===== src/rtl/instr_fetch_unit.sv =====
// Fetch stage: owns the PC, addresses a 1-cycle registered ROM, holds the word for a valid/ready consumer.
// First valid 2 cycles after reset, at best 3 cycles per instruction; VALID holds until ready or redirect.
module instr_fetch_unit #(
  parameter int          PC_WIDTH   = 32,
  parameter int          ADDR_WIDTH = 10,
  parameter int          DATA_WIDTH = 32,
  parameter logic [PC_WIDTH-1:0] RESET_PC = '0
) (
  input  logic                  clk,
  input  logic                  rst,
  output logic [ADDR_WIDTH-1:0] rom_addr,
  input  logic [DATA_WIDTH-1:0] rom_data,
  output logic [DATA_WIDTH-1:0] instr_o,
  output logic [PC_WIDTH-1:0]   pc_o,
  output logic [PC_WIDTH-1:0]   pc_plus4_o,
  output logic                  instr_valid_o,
  input  logic                  instr_ready_i,
  input  logic                  redirect_i,
  input  logic [PC_WIDTH-1:0]   redirect_pc_i,
  output logic [31:0]           fetch_count_o
);

  typedef enum logic [1:0] {S_FETCH, S_WAIT, S_VALID} state_t;

  state_t                r_state;
  state_t                w_next;
  logic [PC_WIDTH-1:0]   r_pc_q;
  logic [PC_WIDTH-1:0]   w_pc_next;
  logic [PC_WIDTH-1:0]   r_pc_o;
  logic [DATA_WIDTH-1:0] r_instr;
  logic                  r_valid;
  logic [31:0]           r_count;
  logic                  w_handshake;
  logic                  w_capture;
  logic                  w_unused;

  always_comb begin
    w_next      = r_state;
    w_pc_next   = r_pc_q;
    w_handshake = (r_state == S_VALID) && instr_ready_i;
    w_capture   = 1'b0;
    case (r_state)
      S_FETCH: w_next = S_WAIT;
      S_WAIT: begin
        w_next    = S_VALID;
        w_capture = !redirect_i;
      end
      S_VALID: begin
        if (w_handshake) begin
          w_next    = S_FETCH;
          w_pc_next = r_pc_q + PC_WIDTH'(4);
        end
      end
      default: w_next = S_FETCH;
    endcase
    // Redirect overrides the sequential PC even when a handshake completes alongside it.
    if (redirect_i) begin
      w_next    = S_FETCH;
      w_pc_next = {redirect_pc_i[PC_WIDTH-1:2], 2'b00};
    end
  end

  always_ff @(posedge clk or posedge rst) begin
    if (rst) begin
      r_state <= S_FETCH;
      r_pc_q  <= RESET_PC;
      r_pc_o  <= RESET_PC;
      r_instr <= '0;
      r_valid <= 1'b0;
      r_count <= '0;
    end else begin
      r_state <= w_next;
      r_pc_q  <= w_pc_next;
      r_valid <= (w_next == S_VALID);
      if (w_capture) begin
        r_instr <= rom_data;
        r_pc_o  <= r_pc_q;
      end
      if (w_handshake) r_count <= r_count + 32'd1;
    end
  end

  // High PC bits alias in the ROM; the low bits are always zero.
  assign w_unused      = ^{redirect_pc_i[1:0], r_pc_q};
  assign rom_addr      = r_pc_q[ADDR_WIDTH+1:2];
  assign instr_o       = r_instr;
  assign pc_o          = r_pc_o;
  assign pc_plus4_o    = r_pc_o + PC_WIDTH'(4);
  assign instr_valid_o = r_valid;
  assign fetch_count_o = r_count;

endmodule


===== config.mk =====
export PLATFORM = sky130hd
export DESIGN_NAME = instr_fetch_unit
export DESIGN_NICKNAME = d
export VERILOG_FILES = /design/src/rtl/instr_fetch_unit.sv
export SDC_FILE = /design/constraint.sdc
export NUM_CORES = 1
export LEC_CHECK = 0
export BUFFER_PORTS_ARGS = -buffer_cell sky130_fd_sc_hd__buf_2
export CAP_MARGIN = 40
export CORE_ASPECT_RATIO = 1.5
export CORE_MARGIN = 4
export CORE_UTILIZATION = 25
export CTS_CLUSTER_SIZE = 24
export DETAILED_ROUTE_END_ITERATION = 7
export SYNTH_ARGS = -nofsm -noshare
export SYNTH_HDL_FRONTEND = slang
export SYNTH_SLANG_ARGS = --single-unit
export TNS_END_PERCENT = 50

===== constraint.sdc =====
create_clock -name clk -period 3.4 [get_ports clk]
set_input_delay 0.34 -clock clk [delete_from_list [all_inputs] [get_ports clk]]
set_output_delay 0.34 -clock clk [all_outputs]
set_load 0.02 [all_outputs]

==> run metrics, run 1 <==
R2R Path End=r_pc_q[22]$_DFFE_PP0P_; Worst Setup Start Kind=flip-flop; GRT Util Overall=13.31%; Final nets=841; CTS tree=done; routed len/inst=16.58 um; HPWL after detailed placement=13.70 mm; status=finished, final reports clean; DRT iter0 DRCs=246; Tightest Pin Transition=0.8484 ns; Setup Crit Path Kind=reg2out; Initial Util=25.57%; sw frac=34.78%; post-route cell area=8183 um2; Cells after DPL=1075; drt drc=0; Layout Skew=0.009202 ns; Area after DPL=7597 um2; switching pwr=0.001893 W; MaxCap Viol Count=0; Post-DRT Antenna Nets=0; post-route minimum period=2.866 ns; most used cell, CP=nand4_1; headroom to the max-slew limit=42.97%; CP peak stage delay=0.81 ns; row count=70; r2r startpoint=r_pc_q[13]$_DFFE_PP0P_; CTS resizes=0; die area=27820 um2; Clk pwr share=33.1%; Post-synth EDFFs=0; Setup TNS Final=0 ns; cell-internal power=0.003550 W; unique cell type count in the Yosys netlist=44; reg-to-reg slack, setup=1.03 ns; pin count of the biggest net entering global routing=50; post-synthesis sequential area ratio=50.51%; Clock Tree Root=clkbuf_16; element type at the critical path end=primary output; CP arrival=2.53 ns; post-synthesis cell count=581; min-delay worst type=in2async; area grow syn2layout=30.05%; Vias per Instance=4.608; H-tree depth=4; Fin. Hold Viols=0; layout cells sized above 1=38.87%; first-pass GRT wire length=28.43 mm; # IOs=207; dominant synthesized flop cell=dfrtp_1; clk sink count=127; Crit-path slowest cell=nor4_2; antenna violations before repair=3; P per Cell Area=665.1 nW/um2; flops & latches, synth=127; CTS Buf Count=17; Post-Syn Area=6292 um2; Setup Viol. Count Final=0; crit share post-route=84.30%; Worst-path clk slew=0.06 ns; critical-path cell list=nand4_1 -> nor4_2 -> nand4_1 -> xnor2_1 -> buf_2; total leakage power=3.718 nW; # hold bufs at CTS=0; Worst VDD drop=0.3133 mV; Port Buffers=200; CP Max Fanout=9; GRT overflow=0; Die Ht=202.3 um; maximum clock rate=0.3489 GHz; number of post-CTS setup repair buffers=0; Worst-Skew Late Latency=0.42 ns; RePlAce Congestion=0.7340; Yosys warning count=0; Syn Area/Cell=10.83 um2; Post-Route WL=18.36 mm; setup repair after global routing missed its margin=no; drt pass-1 iters=4; Worst EP required=3.06 ns; Max Slew Vio Count=0; R2R cell count=4; Die W=137.5 um; Reg power frac=38.9%; DR vias=5101; Comb power frac=28.1%; share of flip-flops with an asynchronous set or reset=100.0%; fin cells=1107; clock buffer depth=2; core area=24610 um2; vias in the first global route=5009
## critical path, delay by kind of cell (launching register included)
kind / cells / cell delay, ns
simple gates: 3 / 1.24
xor+xnor: 1 / 0.21
buf+inv: 1 / 0.19
flops: 1 / 0.46
## cells by family after synthesis
group	after synthesis	synth area share, %
flops	127	50.51
compound gates	48	4.912
other cells	1	0.05960
mux	62	11.08
fa+ha+maj	3	0.5966
simple gates	217	19.09
xor+xnor	70	9.744
buf+inv	53	4.017
## how the worst max path moves through the flow
stage | start | endpoint | slack [ns] | depth (start not counted)
5_1_grt | pc_o[9]$_DFFE_PP0P_ | pc_plus4_o[31] | 0.26 | 5
4_1_cts | pc_o[9]$_DFFE_PP0P_ | pc_plus4_o[28] | 0.40 | 5
2_1_floorplan | pc_o[9]$_DFFE_PP0P_ | pc_plus4_o[30] | 1.18 | 4
6_report | pc_o[9]$_DFFE_PP0P_ | pc_plus4_o[28] | 0.53 | 5
3_5_place_dp | pc_o[9]$_DFFE_PP0P_ | pc_plus4_o[30] | 0.88 | 5
3_3_place_gp | pc_o[9]$_DFFE_PP0P_ | pc_plus4_o[30] | 0.89 | 5
## metrics by stage
stage               utilization [%]  hold slack [ns]  total power, W  setup slack (ns)
floorplan                         -           0.4599        0.003096             1.178
global placement              30.87           0.4640        0.003673            0.8885
detailed placement            30.87           0.4674        0.003705            0.8781
CTS                           33.24          0.07636        0.005543            0.3989
global route                  33.25           0.1220        0.005746            0.2603
finish                        33.25          0.07665        0.005442            0.5337
## synthesized netlist by cell type, drive strengths merged (8+ instances only)
cell type / n / area, um2
or4: 15 / 112.6
nand4: 24 / 150.1
nor3: 12 / 60.06
a31oi: 8 / 50.05
mux2: 61 / 686.9
o21ai: 19 / 95.09
inv: 14 / 52.55
xnor2: 44 / 385.4
nor2: 21 / 78.83
xor2: 26 / 227.7
dfrtp: 127 / 3178
and4: 12 / 105.1
buf: 17 / 117.6
clkbuf: 22 / 82.58
nand2: 44 / 165.2
nand3: 41 / 210.2
and3: 11 / 68.82
nor4: 14 / 93.84
## placed cells by master (no fill, tap or decap), drive strengths merged, types with 11 or more instances in the layout
cell type,count
nand3,41
clkbuf,21
and3,11
o21ai,19
mux2,61
inv,13
nor3,12
buf,206
and4,12
or4,15
xnor2,44
xor2,26
nor4,14
nor2,21
nand4,24
nand2,44
dfrtp,127
## cell type report
type | instances | area (um2)
flip-flops and latches | 127 | 3178
fillers | 2521 | 16430
repair buffers | 206 | 1084
well taps | 324 | 405.4
inverters | 14 | 56.30
clock inverters | 10 | 112.6
clock buffers | 21 | 470.5
diodes | 1 | 2.502
multi-input cells | 404 | 2874
## layer usage
| layer | up-vias | GRT usage (%) | part of all wire (%) |
|---|---|---|---|
| met5 | - | 0 | 0.13 |
| met2 | 146 | 21.56 | 50 |
| met3 | 36 | 3.312 | 5.2 |
| li1 | 2458 | - | - |
| met4 | 4 | 6.348 | 3.2 |
| met1 | 2457 | 16.37 | 41 |
## power by group through the flow
| stage | logic (W) | clock network (W) | registers (W) |
|---|---|---|---|
| after floorplan | 0.000705 | 0 | 0.00239 |
| after global placement | 0.00154 | 0 | 0.00213 |
| after detailed placement | 0.00156 | 0 | 0.00215 |
| after CTS | 0.00156 | 0.00186 | 0.00212 |
| after global routing | 0.00165 | 0.00192 | 0.00217 |
| final | 0.00153 | 0.00180 | 0.00211 |
## sequential cells by signal, summed over array words and instances, names as in the netlist
| register | flops |
|---|---|
| instr_valid_o | 1 |
| instr_o | 32 |
| r_pc_q | 30 |
| pc_o | 30 |
| fetch_count_o | 32 |
| r_state | 2 |
(Power assumes the default switching activity.)
==> inputs of run 2 (changes only) <==
Settings changed: ABC_AREA from default to 1.
Clock period 3.4 ns to 2.3 ns, I/O delays scaled along.
==> run metrics, run 2 <==
status=finished, final reports clean (unchanged); post-route cell area=9851 um2 (was 8183 um2); die area=32460 um2 (was 27820 um2); GRT overflow=0 (unchanged); setup repair after global routing missed its margin=yes (was no); crit share post-route=94.77%; Worst EP required=2.07 ns (was 3.06 ns); maximum clock rate=0.4588 GHz; H-tree depth=4 (unchanged); Post-DRT Antenna Nets=0 (unchanged); Syn Area/Cell=7.548 um2 (was 10.83 um2); clk sink count=127 (unchanged); drt drc=0 (unchanged); Area contributors post-synth=dfrtp_1, nand2_1, inv_1 (was dfrtp_1, mux2_2, xnor2_1); unique cell type count in the Yosys netlist=34 (was 44); Die Ht=218.7 um (was 202.3 um); leading area contributor after synthesis=dfrtp_1 (unchanged); core area=29000 um2 (was 24610 um2); cell-internal power=0.005488 W (was 0.003550 W); most common cell after layout, fill and taps aside=nand2_1 (was buf_2); Max Slew Vio Count=0 (unchanged); Layout Skew=0.006208 ns (was 0.009202 ns); clock buffer depth=2 (unchanged); total leakage power=4.931 nW (was 3.718 nW); antenna violations before repair=1 (was 3); pin count of the biggest net entering global routing=64 (was 50); MaxCap Viol Count=0 (unchanged); post-synthesis cell count=980 (was 581); # IOs=207 (unchanged); Post-Route WL=23.48 mm (was 18.36 mm); Worst Setup Start Kind=flip-flop (unchanged); area grow syn2layout=33.17% (was 30.05%); Initial Util=25.50% (was 25.57%); Final nets=1282 (was 841); DRT iter0 DRCs=324 (was 246); Cells after DPL=1552 (was 1075); fin cells=1614 (was 1107); Fin. Hold Viols=0 (unchanged); Worst Setup SP=pc_o[11]$_DFFE_PP0P_ (was pc_o[9]$_DFFE_PP0P_); Worst Setup Slack post-DPL=0.3615 ns (was 0.8781 ns); HPWL after detailed placement=18.14 mm (was 13.70 mm); Post-Syn Area=7397 um2 (was 6292 um2); top-count cell post-synth=nand2_1 (was dfrtp_1); Port Buffers=200 (unchanged); vias in the first global route=7049 (was 5009); Worst Hold Launch=rom_data[19]; row count=76 (was 70); Worst VDD drop=0.5633 mV (was 0.3133 mV); top-area cell type share of the netlist area=42.96% (was 50.51%); dominant synthesized flop cell=dfrtp_1 (unchanged); post-synthesis sequential area ratio=42.96% (was 50.51%); filler cell count=3042 (was 2521); post-route minimum period=2.180 ns; Setup Crit Path Kind=reg2out (unchanged); r2r startpoint=r_state[0]$_DFF_PP0_ (was r_pc_q[13]$_DFFE_PP0P_); CTS tree=done (unchanged); Worst-path clk slew=0.06 ns (about the same); first-pass GRT wire length=37.34 mm (was 28.43 mm); CP Max Fanout=5 (was 9); switching pwr=0.003097 W (was 0.001893 W); Setup Viol. Count Final=0 (unchanged); final setup margin=0.1203 ns (was 0.5337 ns); element type at the critical path end=primary output (unchanged); Clock Tree Root=clkbuf_16 (unchanged); most frequent cells in the layout=nand2_1, buf_2, dfrtp_1, inv_1, nor2_1 (was buf_2, dfrtp_1, mux2_2, xnor2_1, nand2_1); Setup TNS Final=0 ns (unchanged); WHS=0.03851 ns (was 0.07665 ns); drt pass-1 iters=5 (was 4); GRT Util Overall=14.80% (was 13.31%); CTS Buf Count=17 (unchanged); Multi-input gate area=3682 um2 (was 2874 um2); Area after DPL=8821 um2 (was 7597 um2); Die W=148.4 um (was 137.5 um); Reg power frac=36.1% (was 38.9%); Post-synth EDFFs=0 (unchanged); routed len/inst=14.55 um (was 16.58 um); most common library cells after synthesis=nand2_1, dfrtp_1, inv_1 (was dfrtp_1, mux2_2, nand2_1, xnor2_1, nand3_1); Worst-Skew Late Latency=0.43 ns (was 0.42 ns); layout cells sized above 1=26.41% (was 38.87%); Yosys warning count=0 (unchanged); flops & latches, synth=127 (unchanged); Comb power frac=29.2% (was 28.1%); min-delay worst type=in2reg (was in2async); Vias per Instance=4.315 (was 4.608); P per Cell Area=871.5 nW/um2 (was 665.1 nW/um2); Clk pwr share=34.6% (was 33.1%); sw frac=36.08% (was 34.78%); Reg area=3189 um2 (was 3178 um2); RePlAce Congestion=0.9507 (was 0.7340); DR vias=6964 (was 5101); CP arrival=1.95 ns (was 2.53 ns); share of flip-flops with an asynchronous set or reset=100.0% (unchanged)
==> run 2: path summary, 6_finish.rpt <==
check / end / slack, ns / cells past startpoint
setup / recovery: pc_plus4_o[20] / 0.12 / 7
hold / removal: instr_o[19]$_DFFE_PP0P_ / 0.04 / 2
setup reg to reg: r_pc_q[17]$_DFFE_PP0P_ / 0.51 / 8
hold reg to reg: r_state[0]$_DFF_PP0_ / 0.46 / 1
min in group asynchronous: instr_o[10]$_DFFE_PP0P_ / 0.34 / 3
max in group asynchronous: pc_o[5]$_DFFE_PP0P_ / 1.28 / 4
==> run 2: final cells by class <==
class | count | area share (%)
Clock buffer | 18 | 4.357
Sequential cell | 127 | 32.38
Clock inverter | 13 | 2.172
Timing Repair Buffer | 243 | 14.43
Multi-Input combinational cell | 710 | 37.38
Inverter | 112 | 4.306
Tap cell | 390 | 4.954
Antenna cell | 1 | 0.02540
==> run 2: stage by stage <==
| stage | total power [W] | util, % |
|---|---|---|
| 2_1_floorplan | 0.004619 | - |
| 3_3_place_gp | 0.005535 | 30.41 |
| 3_5_place_dp | 0.005572 | 30.41 |
| 4_1_cts | 0.008694 | 33.73 |
| 5_1_grt | 0.009081 | 33.96 |
| 6_report | 0.008585 | 33.96 |
==> run 2: power by group through the flow <==
stage | Sequential [W] | Clock (W) | Combinational, W
2_1_floorplan | 0.00350 | 0 | 0.00112
3_3_place_gp | 0.00310 | 0 | 0.00244
3_5_place_dp | 0.00311 | 0 | 0.00246
4_1_cts | 0.00309 | 0.00309 | 0.00252
5_1_grt | 0.00317 | 0.00317 | 0.00274
6_report | 0.00310 | 0.00297 | 0.00251
==> run 2: kinds of logic (layout without fill, tap and decap cells) <==
kind of cell | Yosys count | count (layout) | share of synthesized area [%]
AOI/OAI and AO/OA | 71 | 71 | 5.159
adders and majority gates | 3 | 3 | 0.5075
xor gates and xnor gates | 46 | 46 | 5.650
buffers and inverters | 146 | 386 | 8.525
DFF | 127 | 127 | 42.96
other | 1 | 5 | 0.05070
and+or+nand+nor | 553 | 553 | 32.12
muxes | 33 | 33 | 5.024
==> run 2: what timing repair did <==
item,CTS,global route
pin swaps,0,2
resized for setup,6,18
setup buffers,0,1
hold endpoints to repair,42,0
setup endpoints to repair,10,16
hold buffers,29,0
==> run 2: layer usage <==
| layer | global-route usage (%) | part of all wire (%) |
|---|---|---|
| met1 | 16.45 | 40 |
| met2 | 25.88 | 51 |
| met3 | 3.651 | 5.1 |
| met4 | 7.889 | 4.2 |
| met5 | 0 | 0 |
==> run 2: critical path: stages, from the launching register on <==
cell	delay, ns
dfrtp_2	0.41
nand2_1	0.14
nor3_4	0.31
nand2_1	0.16
nor2_1	0.18
nand3b_1	0.10
nand2_1	0.07
buf_2	0.15
==> inputs of run 3 (changes only) <==
Settings changed: CORE_MARGIN 4 to default.
==> run metrics, run 3 (synthesized netlist as in run 2, its figures left out) <==
P per Cell Area=871.2 nW/um2 (was 871.5 nW/um2); Die Ht=212.7 um (was 218.7 um); clk sink count=127 (unchanged); met2 usage=27.87% (was 25.88%); maximum clock rate=0.4566 GHz (was 0.4588 GHz); Setup Viol. Count Final=0 (unchanged); Tightest Pin Transition=0.5094 ns; GRT Util Overall=15.51% (was 14.80%); Setup TNS Final=0 ns (unchanged); GRT overflow=0 (unchanged); Worst Setup Start Kind=flip-flop (unchanged); CTS Buf Count=17 (unchanged); R2R cell count=8 (unchanged); cell-internal power=0.005254 W (was 0.005488 W); Die W=142.4 um (was 148.4 um); status=finished, final reports clean (unchanged); Setup Crit Path Kind=reg2out (unchanged); switching pwr=0.003094 W (was 0.003097 W); most used routing layer=met2 (unchanged); DR vias=6817 (was 6964); first-pass GRT wire length=35.37 mm (was 37.34 mm); row count=76 (unchanged); Worst-path clk slew=0.06 ns (about the same); Vias per Instance=4.285 (was 4.315); worst min-delay path endpoint=r_pc_q[4]$_DFFE_PP0P_ (was instr_o[19]$_DFFE_PP0P_); element type at the critical path end=primary output (unchanged); MaxCap Viol Count=0 (unchanged); drt drc=0 (unchanged); R2R Path End=r_pc_q[17]$_DFFE_PP0P_ (unchanged); Reg power frac=37.6% (was 36.1%); routed len/inst=14.20 um (was 14.55 um); Clk pwr share=33.4% (was 34.6%); Layout Skew=0.01132 ns (was 0.006208 ns); min-delay worst type=in2reg (unchanged); DRT iter0 DRCs=234 (was 324); WHS=0.01991 ns (was 0.03851 ns); post-route cell area=9582 um2 (was 9851 um2); core area=28910 um2 (was 29000 um2); r2r startpoint=r_state[0]$_DFF_PP0_ (unchanged); Hold Crit Depth=3 (was 2); Fin. Hold Viols=0 (unchanged); Worst-Skew Late Latency=0.43 ns (about the same); Reg area=3184 um2 (was 3189 um2); drt pass-1 iters=4 (was 5); Cells after DPL=1550 (was 1552); Worst VDD drop=0.5969 mV (was 0.5633 mV); pin count of the biggest net entering global routing=47 (was 64); area grow syn2layout=29.53% (was 33.17%); Post-DRT Antenna Nets=0 (unchanged); post-route minimum period=2.190 ns (was 2.180 ns); CP arrival=1.96 ns (was 1.95 ns); die area=30290 um2 (was 32460 um2); Final nets=1259 (was 1282); diode count=0 (was 1); met3 Usage GRT=2.915% (was 3.651%); Initial Util=25.59% (was 25.50%); sw frac=37.06% (was 36.08%); vias in the first global route=6811 (was 7049); layout cells sized above 1=26.48% (was 26.41%); Area after DPL=8818 um2 (was 8821 um2); most frequent cells in the layout=nand2_1, buf_2, dfrtp_1, inv_1, nor2_1 (unchanged); RePlAce Congestion=0.9373 (was 0.9507); headroom to the max-slew limit=65.97%; reg-to-reg slack, setup=0.57 ns (was 0.51 ns); Max Slew Vio Count=0 (unchanged); Multi-input gate area=3671 um2 (was 3682 um2); filler cell count=3186 (was 3042); clock buffer depth=2 (unchanged); Port Buffers=200 (unchanged); fin cells=1591 (was 1614); Comb power frac=29.1% (was 29.2%); H-tree depth=4 (unchanged); grt met1 use=17.01% (was 16.45%); CTS tree=done (unchanged); Finished Core Util=33.15% (was 33.96%); most common cell after layout, fill and taps aside=nand2_1 (unchanged); crit share post-route=95.22% (was 94.77%); total leakage power=4.818 nW (was 4.931 nW); CP Max Fanout=6 (was 5); HPWL after detailed placement=17.65 mm (was 18.14 mm); Clock Tree Root=clkbuf_16 (unchanged); Post-Route WL=22.59 mm (was 23.48 mm); Worst Hold Launch=redirect_pc_i[4] (was rom_data[19]); Worst EP required=2.07 ns (about the same); # IOs=207 (unchanged); antenna violations before repair=0 (was 1)
run 3: repair_timing:
action	4_1_cts	5_1_grt
hold endpoints to repair	24	0
buffers inserted	0	1
hold buffers	8	0
setup endpoints to repair	8	14
gates resized for setup	7	10
run 3: per-layer routing:
metal / up-vias / share of wire (%) / wire, um
met5: - / 0 / 0
met4: 0 / 3.5 / 795
met3: 36 / 4.0 / 900
met2: 191 / 51 / 11630
met1: 3140 / 41 / 9262
li1: 3450 / - / -
run 3: cell type report:
class,instances,area share [%]
Inverter,112,4.427
Clock inverter,14,1.737
Multi-Input combinational cell,710,38.31
Timing Repair Buffer,220,12.61
Sequential cell,127,33.23
Tap cell,390,5.093
Clock buffer,18,4.583
run 3: critical path: stages, from the launching register on:
cell and delay, ns:
dfrtp_1 0.45, inv_1 0.13, nor3_2 0.28, nand2_1 0.16, nor2_1 0.18, nand2_1 0.07, nand2_1 0.05, nand2_1 0.06
buf_2 0.16
run 3: worst max-delay path by stage:
stage                                     from              to  slack [ns]  cells after the start
after floorplan            pc_o[2]$_DFFE_PP0P_  pc_plus4_o[10]        0.39                      6
after global placement     pc_o[2]$_DFFE_PP0P_  pc_plus4_o[26]        0.32                      8
after detailed placement   pc_o[2]$_DFFE_PP0P_  pc_plus4_o[26]        0.32                      8
after CTS                 pc_o[15]$_DFFE_PP0P_  pc_plus4_o[22]        0.04                      7
after global routing      pc_o[17]$_DFFE_PP0P_  pc_plus4_o[28]      -0.009                      7
final                      pc_o[8]$_DFFE_PP0P_  pc_plus4_o[22]        0.11                      8
run 3: power by group through the flow:
| stage | sequential [W] | clock, W | combinational, W |
|---|---|---|---|
| floorplan | 0.00350 | 0 | 0.00112 |
| global placement | 0.00313 | 0 | 0.00237 |
| detailed placement | 0.00316 | 0 | 0.00240 |
| CTS | 0.00313 | 0.00287 | 0.00243 |
| global route | 0.00320 | 0.00296 | 0.00266 |
| finish | 0.00314 | 0.00279 | 0.00243 |
run 3: per-stage QoR:
stage	worst slack (ns)	total power [W]
after floorplan	0.3884	0.004619
after global placement	0.3200	0.005502
after detailed placement	0.3173	0.005554
after CTS	0.04001	0.008436
after global routing	-0.009280	0.008812
final	0.1100	0.008348
